### src/rtl/apb_sched_pkg.sv
// Shared types and helpers for the round-robin APB master.
//   apb_st_e : APB transfer phase (IDLE -> SETUP -> ACCESS)
//   DEF_*    : default widths/depths used by apb_master_sched
//   oh2idx   : one-hot (up to 8 bits) to binary index
package apb_sched_pkg;

  typedef enum logic [1:0] {
    ST_IDLE   = 2'd0,
    ST_SETUP  = 2'd1,
    ST_ACCESS = 2'd2
  } apb_st_e;

  localparam int DEF_NUM_REQ     = 4;
  localparam int DEF_ADDR_WIDTH  = 32;
  localparam int DEF_DATA_WIDTH  = 32;
  localparam int DEF_TIMEOUT_CYC = 256;

  // OR-reduction of set-bit positions; exact for a one-hot input.
  function automatic logic [2:0] oh2idx(input logic [7:0] oh);
    logic [2:0] idx;
    idx = '0;
    for (int i = 0; i < 8; i++)
      if (oh[i]) idx = idx | 3'(i);
    return idx;
  endfunction

endpackage

### src/rtl/apb_rr_arb.sv
// Combinational round-robin picker: first set bit of req at or after ptr, wrapping.
// Ports:
//   req        in  NUM_REQ  pending requests
//   ptr        in  IW       highest-priority position this round
//   gnt_onehot out NUM_REQ  winner, one-hot (0 when no request)
//   gnt_idx    out IW       winner index
//   any_req    out 1        any request pending
module apb_rr_arb
  import apb_sched_pkg::*;
#(
  parameter int NUM_REQ = DEF_NUM_REQ,
  parameter int IW      = $clog2(NUM_REQ)
) (
  input  logic [NUM_REQ-1:0] req,
  input  logic [IW-1:0]      ptr,
  output logic [NUM_REQ-1:0] gnt_onehot,
  output logic [IW-1:0]      gnt_idx,
  output logic               any_req
);

  // Walk from the farthest offset back to ptr so the nearest hit wins.
  always_comb begin
    logic [IW-1:0] idx;
    idx        = '0;
    gnt_onehot = '0;
    for (int k = NUM_REQ - 1; k >= 0; k--) begin
      idx = IW'((int'(ptr) + k) % NUM_REQ);
      if (req[idx]) begin
        gnt_onehot      = '0;
        gnt_onehot[idx] = 1'b1;
      end
    end
  end

  assign gnt_idx = IW'(oh2idx(8'(gnt_onehot)));
  assign any_req = |req;

endmodule

### src/rtl/apb_master_sched.sv
// Round-robin APB master: NUM_REQ requesters share one APB bus. Each transfer
// runs IDLE -> SETUP -> ACCESS and the result is returned to its requester.
// Optional build macro: APB_MASTER_SCHED_TIMEOUT_EN adds an ACCESS-phase abort
// after TIMEOUT_CYC cycles without PREADY.
// Ports:
//   PCLK, PRESET              clock, synchronous active-high reset
//   req_valid/write/addr/wdata per-requester request (addr/wdata packed by index)
//   req_ready                 one-hot accept pulse
//   rsp_valid/rsp_rdata/rsp_err  one-hot completion pulse + data/error
//   err_timeout               pulse on timeout abort (0 without the macro)
//   PSEL..PSLVERR             APB master interface
module apb_master_sched
  import apb_sched_pkg::*;
#(
  parameter int NUM_REQ     = DEF_NUM_REQ,
  parameter int ADDR_WIDTH  = DEF_ADDR_WIDTH,
  parameter int DATA_WIDTH  = DEF_DATA_WIDTH,
  parameter int TIMEOUT_CYC = DEF_TIMEOUT_CYC
) (
  input  logic                          PCLK,
  input  logic                          PRESET,
  input  logic [NUM_REQ-1:0]            req_valid,
  input  logic [NUM_REQ-1:0]            req_write,
  input  logic [NUM_REQ*ADDR_WIDTH-1:0] req_addr,
  input  logic [NUM_REQ*DATA_WIDTH-1:0] req_wdata,
  output logic [NUM_REQ-1:0]            req_ready,
  output logic [NUM_REQ-1:0]            rsp_valid,
  output logic [DATA_WIDTH-1:0]         rsp_rdata,
  output logic                          rsp_err,
  output logic                          err_timeout,
  output logic                          PSEL,
  output logic                          PENABLE,
  output logic                          PWRITE,
  output logic [ADDR_WIDTH-1:0]         PADDR,
  output logic [DATA_WIDTH-1:0]         PWDATA,
  input  logic [DATA_WIDTH-1:0]         PRDATA,
  input  logic                          PREADY,
  input  logic                          PSLVERR
);

  localparam int IW = $clog2(NUM_REQ);

  apb_st_e              state, nxt;
  logic [IW-1:0]        ptr, gnt_idx;
  logic [NUM_REQ-1:0]   gnt_oh, win_oh;
  logic                 any_req, to_hit;
  logic [ADDR_WIDTH-1:0] addr_a  [NUM_REQ];
  logic [DATA_WIDTH-1:0] wdata_a [NUM_REQ];

  for (genvar g = 0; g < NUM_REQ; g++) begin : g_unpack
    assign addr_a[g]  = req_addr[g*ADDR_WIDTH +: ADDR_WIDTH];
    assign wdata_a[g] = req_wdata[g*DATA_WIDTH +: DATA_WIDTH];
  end

  apb_rr_arb #(.NUM_REQ(NUM_REQ), .IW(IW)) u_arb (
    .req       (req_valid),
    .ptr       (ptr),
    .gnt_onehot(gnt_oh),
    .gnt_idx   (gnt_idx),
    .any_req   (any_req)
  );

`ifdef APB_MASTER_SCHED_TIMEOUT_EN
  localparam int CW = $clog2(TIMEOUT_CYC) + 1;
  logic [CW-1:0] acc_cnt;
  logic          err_to_q;

  // acc_cnt = ACCESS cycles already spent without PREADY.
  assign to_hit = (acc_cnt == CW'(TIMEOUT_CYC - 1)) && !PREADY;

  always_ff @(posedge PCLK) begin
    if (PRESET) begin
      acc_cnt  <= '0;
      err_to_q <= 1'b0;
    end else begin
      err_to_q <= (state == ST_ACCESS) && to_hit;
      if (state == ST_SETUP)
        acc_cnt <= '0;
      else if (state == ST_ACCESS && !PREADY)
        acc_cnt <= acc_cnt + 1'b1;
    end
  end
  assign err_timeout = err_to_q;
`else
  assign to_hit      = 1'b0;
  assign err_timeout = 1'b0;
  // Depth is only meaningful when the abort logic is built.
  logic unused_timeout_cfg;
  assign unused_timeout_cfg = (TIMEOUT_CYC != 0);
`endif

  always_ff @(posedge PCLK) begin
    if (PRESET) state <= ST_IDLE;
    else        state <= nxt;
  end

  always_comb begin
    nxt = state;
    case (state)
      ST_IDLE:   if (any_req) nxt = ST_SETUP;
      ST_SETUP:  nxt = ST_ACCESS;
      ST_ACCESS: if (PREADY || to_hit) nxt = ST_IDLE;
      default:   nxt = ST_IDLE;
    endcase
  end

  // Bus and response registers; the request is captured at grant so PADDR,
  // PWDATA and PWRITE stay put through ACCESS whatever the requester does.
  always_ff @(posedge PCLK) begin
    if (PRESET) begin
      ptr       <= '0;
      win_oh    <= '0;
      req_ready <= '0;
      rsp_valid <= '0;
      rsp_rdata <= '0;
      rsp_err   <= 1'b0;
      PSEL      <= 1'b0;
      PENABLE   <= 1'b0;
      PWRITE    <= 1'b0;
      PADDR     <= '0;
      PWDATA    <= '0;
    end else begin
      req_ready <= '0;
      rsp_valid <= '0;
      case (state)
        ST_IDLE: begin
          if (any_req) begin
            req_ready <= gnt_oh;
            win_oh    <= gnt_oh;
            PADDR     <= addr_a[gnt_idx];
            PWDATA    <= wdata_a[gnt_idx];
            PWRITE    <= req_write[gnt_idx];
            PSEL      <= 1'b1;
            PENABLE   <= 1'b0;
            ptr       <= (gnt_idx == IW'(NUM_REQ - 1)) ? '0 : gnt_idx + 1'b1;
          end
        end
        ST_SETUP: PENABLE <= 1'b1;
        ST_ACCESS: begin
          if (PREADY) begin
            PSEL      <= 1'b0;
            PENABLE   <= 1'b0;
            rsp_valid <= win_oh;
            rsp_rdata <= PWRITE ? '0 : PRDATA;
            rsp_err   <= PSLVERR;
          end else if (to_hit) begin
            PSEL      <= 1'b0;
            PENABLE   <= 1'b0;
            rsp_valid <= win_oh;
            rsp_rdata <= '0;
            rsp_err   <= 1'b1;
          end
        end
        default: ;
      endcase
    end
  end

endmodule

### config.mk
export PLATFORM = sky130hd
export DESIGN_NAME = apb_master_sched
export DESIGN_NICKNAME = d
export VERILOG_FILES = /design/src/rtl/apb_sched_pkg.sv /design/src/rtl/apb_rr_arb.sv /design/src/rtl/apb_master_sched.sv
export SDC_FILE = /design/constraint.sdc
export NUM_CORES = 1
export LEC_CHECK = 0
export CORE_AREA = 4 4 159 161
export DETAILED_ROUTE_END_ITERATION = 6
export DIE_AREA = 0 0 163 165
export GPL_TIMING_DRIVEN = 1
export SLEW_MARGIN = 20
export SYNTH_ARGS = -nofsm -noshare
export SYNTH_HDL_FRONTEND = slang
export SYNTH_SLANG_ARGS = --single-unit
export TNS_END_PERCENT = 5
### constraint.sdc
create_clock -name PCLK -period 5.4 [get_ports PCLK]
set_input_delay 0.54 -clock PCLK [delete_from_list [all_inputs] [get_ports PCLK]]
set_output_delay 0.54 -clock PCLK [all_outputs]
set_load 0.05 [all_outputs]
==> impl_metrics.env <==
export IMPL_hpwl_um=19100
export IMPL_fp_dieW_um=163
export IMPL_grt_ovfl_total=0
export IMPL_final_hold_viol_count=0
export IMPL_max_clock_freq_ghz=0.234
export IMPL_ant_nets=0
export IMPL_dieArea_um2=26900
export IMPL_r2r_end="PADDR[8]"
export IMPL_grt_pass1_wl_um=37100
export IMPL_io_buffers=407
export IMPL_reg2reg_slack_ns=1.12
export IMPL_worstMarginPinSlew_ns=0.964
export IMPL_cts_max_level=4
export IMPL_cts_tree="done"
export IMPL_grtUsageTotal=0.179
export IMPL_finish_instance_area_um2=11200
export IMPL_rsz0062_at_grt="false"
export IMPL_cts_buffers=17
export IMPL_hold_depth=2
export IMPL_fin_crit_ns=4.28
export IMPL_period_share=0.793
export IMPL_clockBufferDepth=2
export IMPL_async_flop_share=0
export IMPL_vdd_drop_max_v=0.000579
export IMPL_ys_flop_type="dfxtp_1"
export IMPL_postCtsSetupBuffers=0
export IMPL_regToRegStartpoint="ptr[0]"
export IMPL_avgRoutedWirePerCell_um=19.8
export IMPL_syn_avg_cell_area_um2=11.2
export IMPL_first_pass_iters=4
export IMPL_first_global_vias=6172
export IMPL_final_cells=1278
export IMPL_cts_clk_slew_worst_paths_ns=0.06
export IMPL_wl_um=25400
export IMPL_tns_ns=0
export IMPL_hold_class="reg2reg"
export IMPL_outcome="completed"
export IMPL_gp_congestion=0.787
export IMPL_synth_cells=561
export IMPL_rows=57
export IMPL_drive_gt1_frac=0.0996
export IMPL_cts_hold_buf=0
export IMPL_final_common_cell="clkdlybuf4s50_1"
export IMPL_nNetsFinal=1253
export IMPL_die_height_um=165
export IMPL_placed_cell_area_um2=10500
export IMPL_synth_edff_count=0
export IMPL_start_util=0.262
export IMPL_crit_slowest_cell="buf_4"
export IMPL_path_cells="inv_1 -> ha_1 -> mux4_2 -> a211o_1 -> o221a_4 -> nor3_2 -> buf_4 -> a221oi_1"
export IMPL_finClkSkew_ns=0.0122
export IMPL_final_cell_mix="clkdlybuf4s50_1, mux2i_1, dfxtp_1"
export IMPL_setup_viol=0
export IMPL_path_class="reg2reg"
export IMPL_grt_max_degree=69
export IMPL_p_leak_nw=4.36
export IMPL_place_inst=1246
export IMPL_vias=5959
export IMPL_syn_area_um2=6280
export IMPL_root_buffer="clkbuf_16"
export IMPL_min_to="win_oh[3]"
export IMPL_r2r_cells=8
export IMPL_arrival_ns=4.52
export IMPL_core_um2=24000
export IMPL_multiInputGateArea_um2=3620
export IMPL_startpoint_type="flip-flop"
export IMPL_syn_nets=873
export IMPL_synthToLayoutAreaGrowth_pct=77.5
export IMPL_relSlewSlack=0.354
export IMPL_finalMaxSlewViolations=0
export IMPL_clock_latency_ns=0.41
export IMPL_worst_setup_path_end_kind="flip-flop"
export IMPL_synth_cell_types=38
export IMPL_cts_resized=0
export IMPL_yosysWarnings=0
export IMPL_worstHoldStart="win_oh[3]"
export IMPL_vias_per_cell=4.66
export IMPL_synth_seq_area_share=0.370
export IMPL_ioPinCount=409
export IMPL_drt_initial_drc_count=218
export IMPL_power_density_nw_per_um2=560
export IMPL_clkSinkCount=116
export IMPL_grt_antenna_before_repair=0
export IMPL_synth_seq_cells=116
export IMPL_fin_util=0.466
export IMPL_seq_area_um2=2320
export IMPL_cpPeakStageDelay_ns=0.78
export IMPL_maxCapViolations=0
export IMPL_antenna_cells=0
export IMPL_cp_max_fo=53
export IMPL_final_fill_count=2313
export IMPL_drc_errors=0
export IMPL_worst_endpoint_required_ns=5.64
kinds of logic (layout without fill, tap and decap cells):
logic type,count (synthesis),count (layout),share of synthesized area
compound gates,185,185,0.278
mux,136,136,0.225
flops,116,116,0.370
buf+inv,62,455,0.0611
simple gates,48,48,0.0406
fa+ha+maj,12,12,0.0239
other cells,1,1,0.000597
xor+xnor,1,1,0.00139
routing by layer:
layer,track usage,part of all wire
met4,0.0351,0.0095
met3,0.0631,0.084
met5,0,0
met1,0.217,0.41
met2,0.308,0.49
layout make-up:
cell class / count / share of cell area
Timing Repair Buffer: 417 / 0.373
Multi-Input combinational cell: 383 / 0.324
Sequential cell: 116 / 0.208
Clock buffer: 17 / 0.0381
Tap cell: 324 / 0.0363
Clock inverter: 15 / 0.0185
Inverter: 6 / 0.00202
registers in the layout, summed over array words and instances, names as in the netlist:
name       flops
rsp_valid      4
ptr            2
PSEL           1
req_ready      4
state          2
rsp_err        1
PWDATA        32
rsp_rdata     32
win_oh         4
PADDR         32
PWRITE         1
PENABLE        1
synth_stat cells (all sizes together), types with 2 or more instances:
master,number,share of area
nand2b,3,0.0030
o21ai,3,0.0024
a211oi,2,0.0024
nand3b,3,0.0036
nor2,10,0.0072
nor3,4,0.0032
a22o,32,0.045
buf,31,0.043
mux4,4,0.014
nor2b,2,0.0020
nand2,13,0.0078
mux2i,132,0.21
nor3b,5,0.0060
o21bai,65,0.078
inv,6,0.0036
and2,4,0.0040
a21oi,11,0.0088
dfxtp,116,0.37
ha,12,0.024
a221oi,67,0.13
clkbuf,25,0.015
nand3,2,0.0016
per-stage QoR:
step	hold slack [ns]	worst slack [ns]	power (mW)
floorplan	0.430	2.52	4.05
finish	0.449	1.12	6.25
detailed placement	0.443	1.04	5.10
global route	0.466	0.719	6.58
global placement	0.437	1.18	5.10
CTS	0.453	1.04	6.35
worst max-delay path by stage:
stage | from | endpoint
5_1_grt | ptr[0] | PADDR[15]
2_1_floorplan | ptr[0] | PADDR[17]
6_report | ptr[0] | PADDR[8]
3_3_place_gp | ptr[0] | PWDATA[23]
3_5_place_dp | ptr[0] | PWDATA[25]
4_1_cts | ptr[0] | PADDR[14]
power by group:
group	switching, mW	internal, mW	leakage [nW]	total, mW
sequential	0.168	1.13	0.956	1.30
combinational	2.30	1.43	3.09	3.73
clock	0.469	0.750	0.309	1.22
worst max-delay path, delay by kind of cell (launching register included):
| kind | cells | cell delay [ns] |
|---|---|---|
| simple gates | 1 | 0.73 |
| fa+ha+maj | 1 | 0.38 |
| flops | 1 | 0.58 |
| buf+inv | 2 | 0.96 |
| compound gates | 3 | 0.80 |
| mux | 1 | 0.59 |
Power figures use the tool's default switching activity.
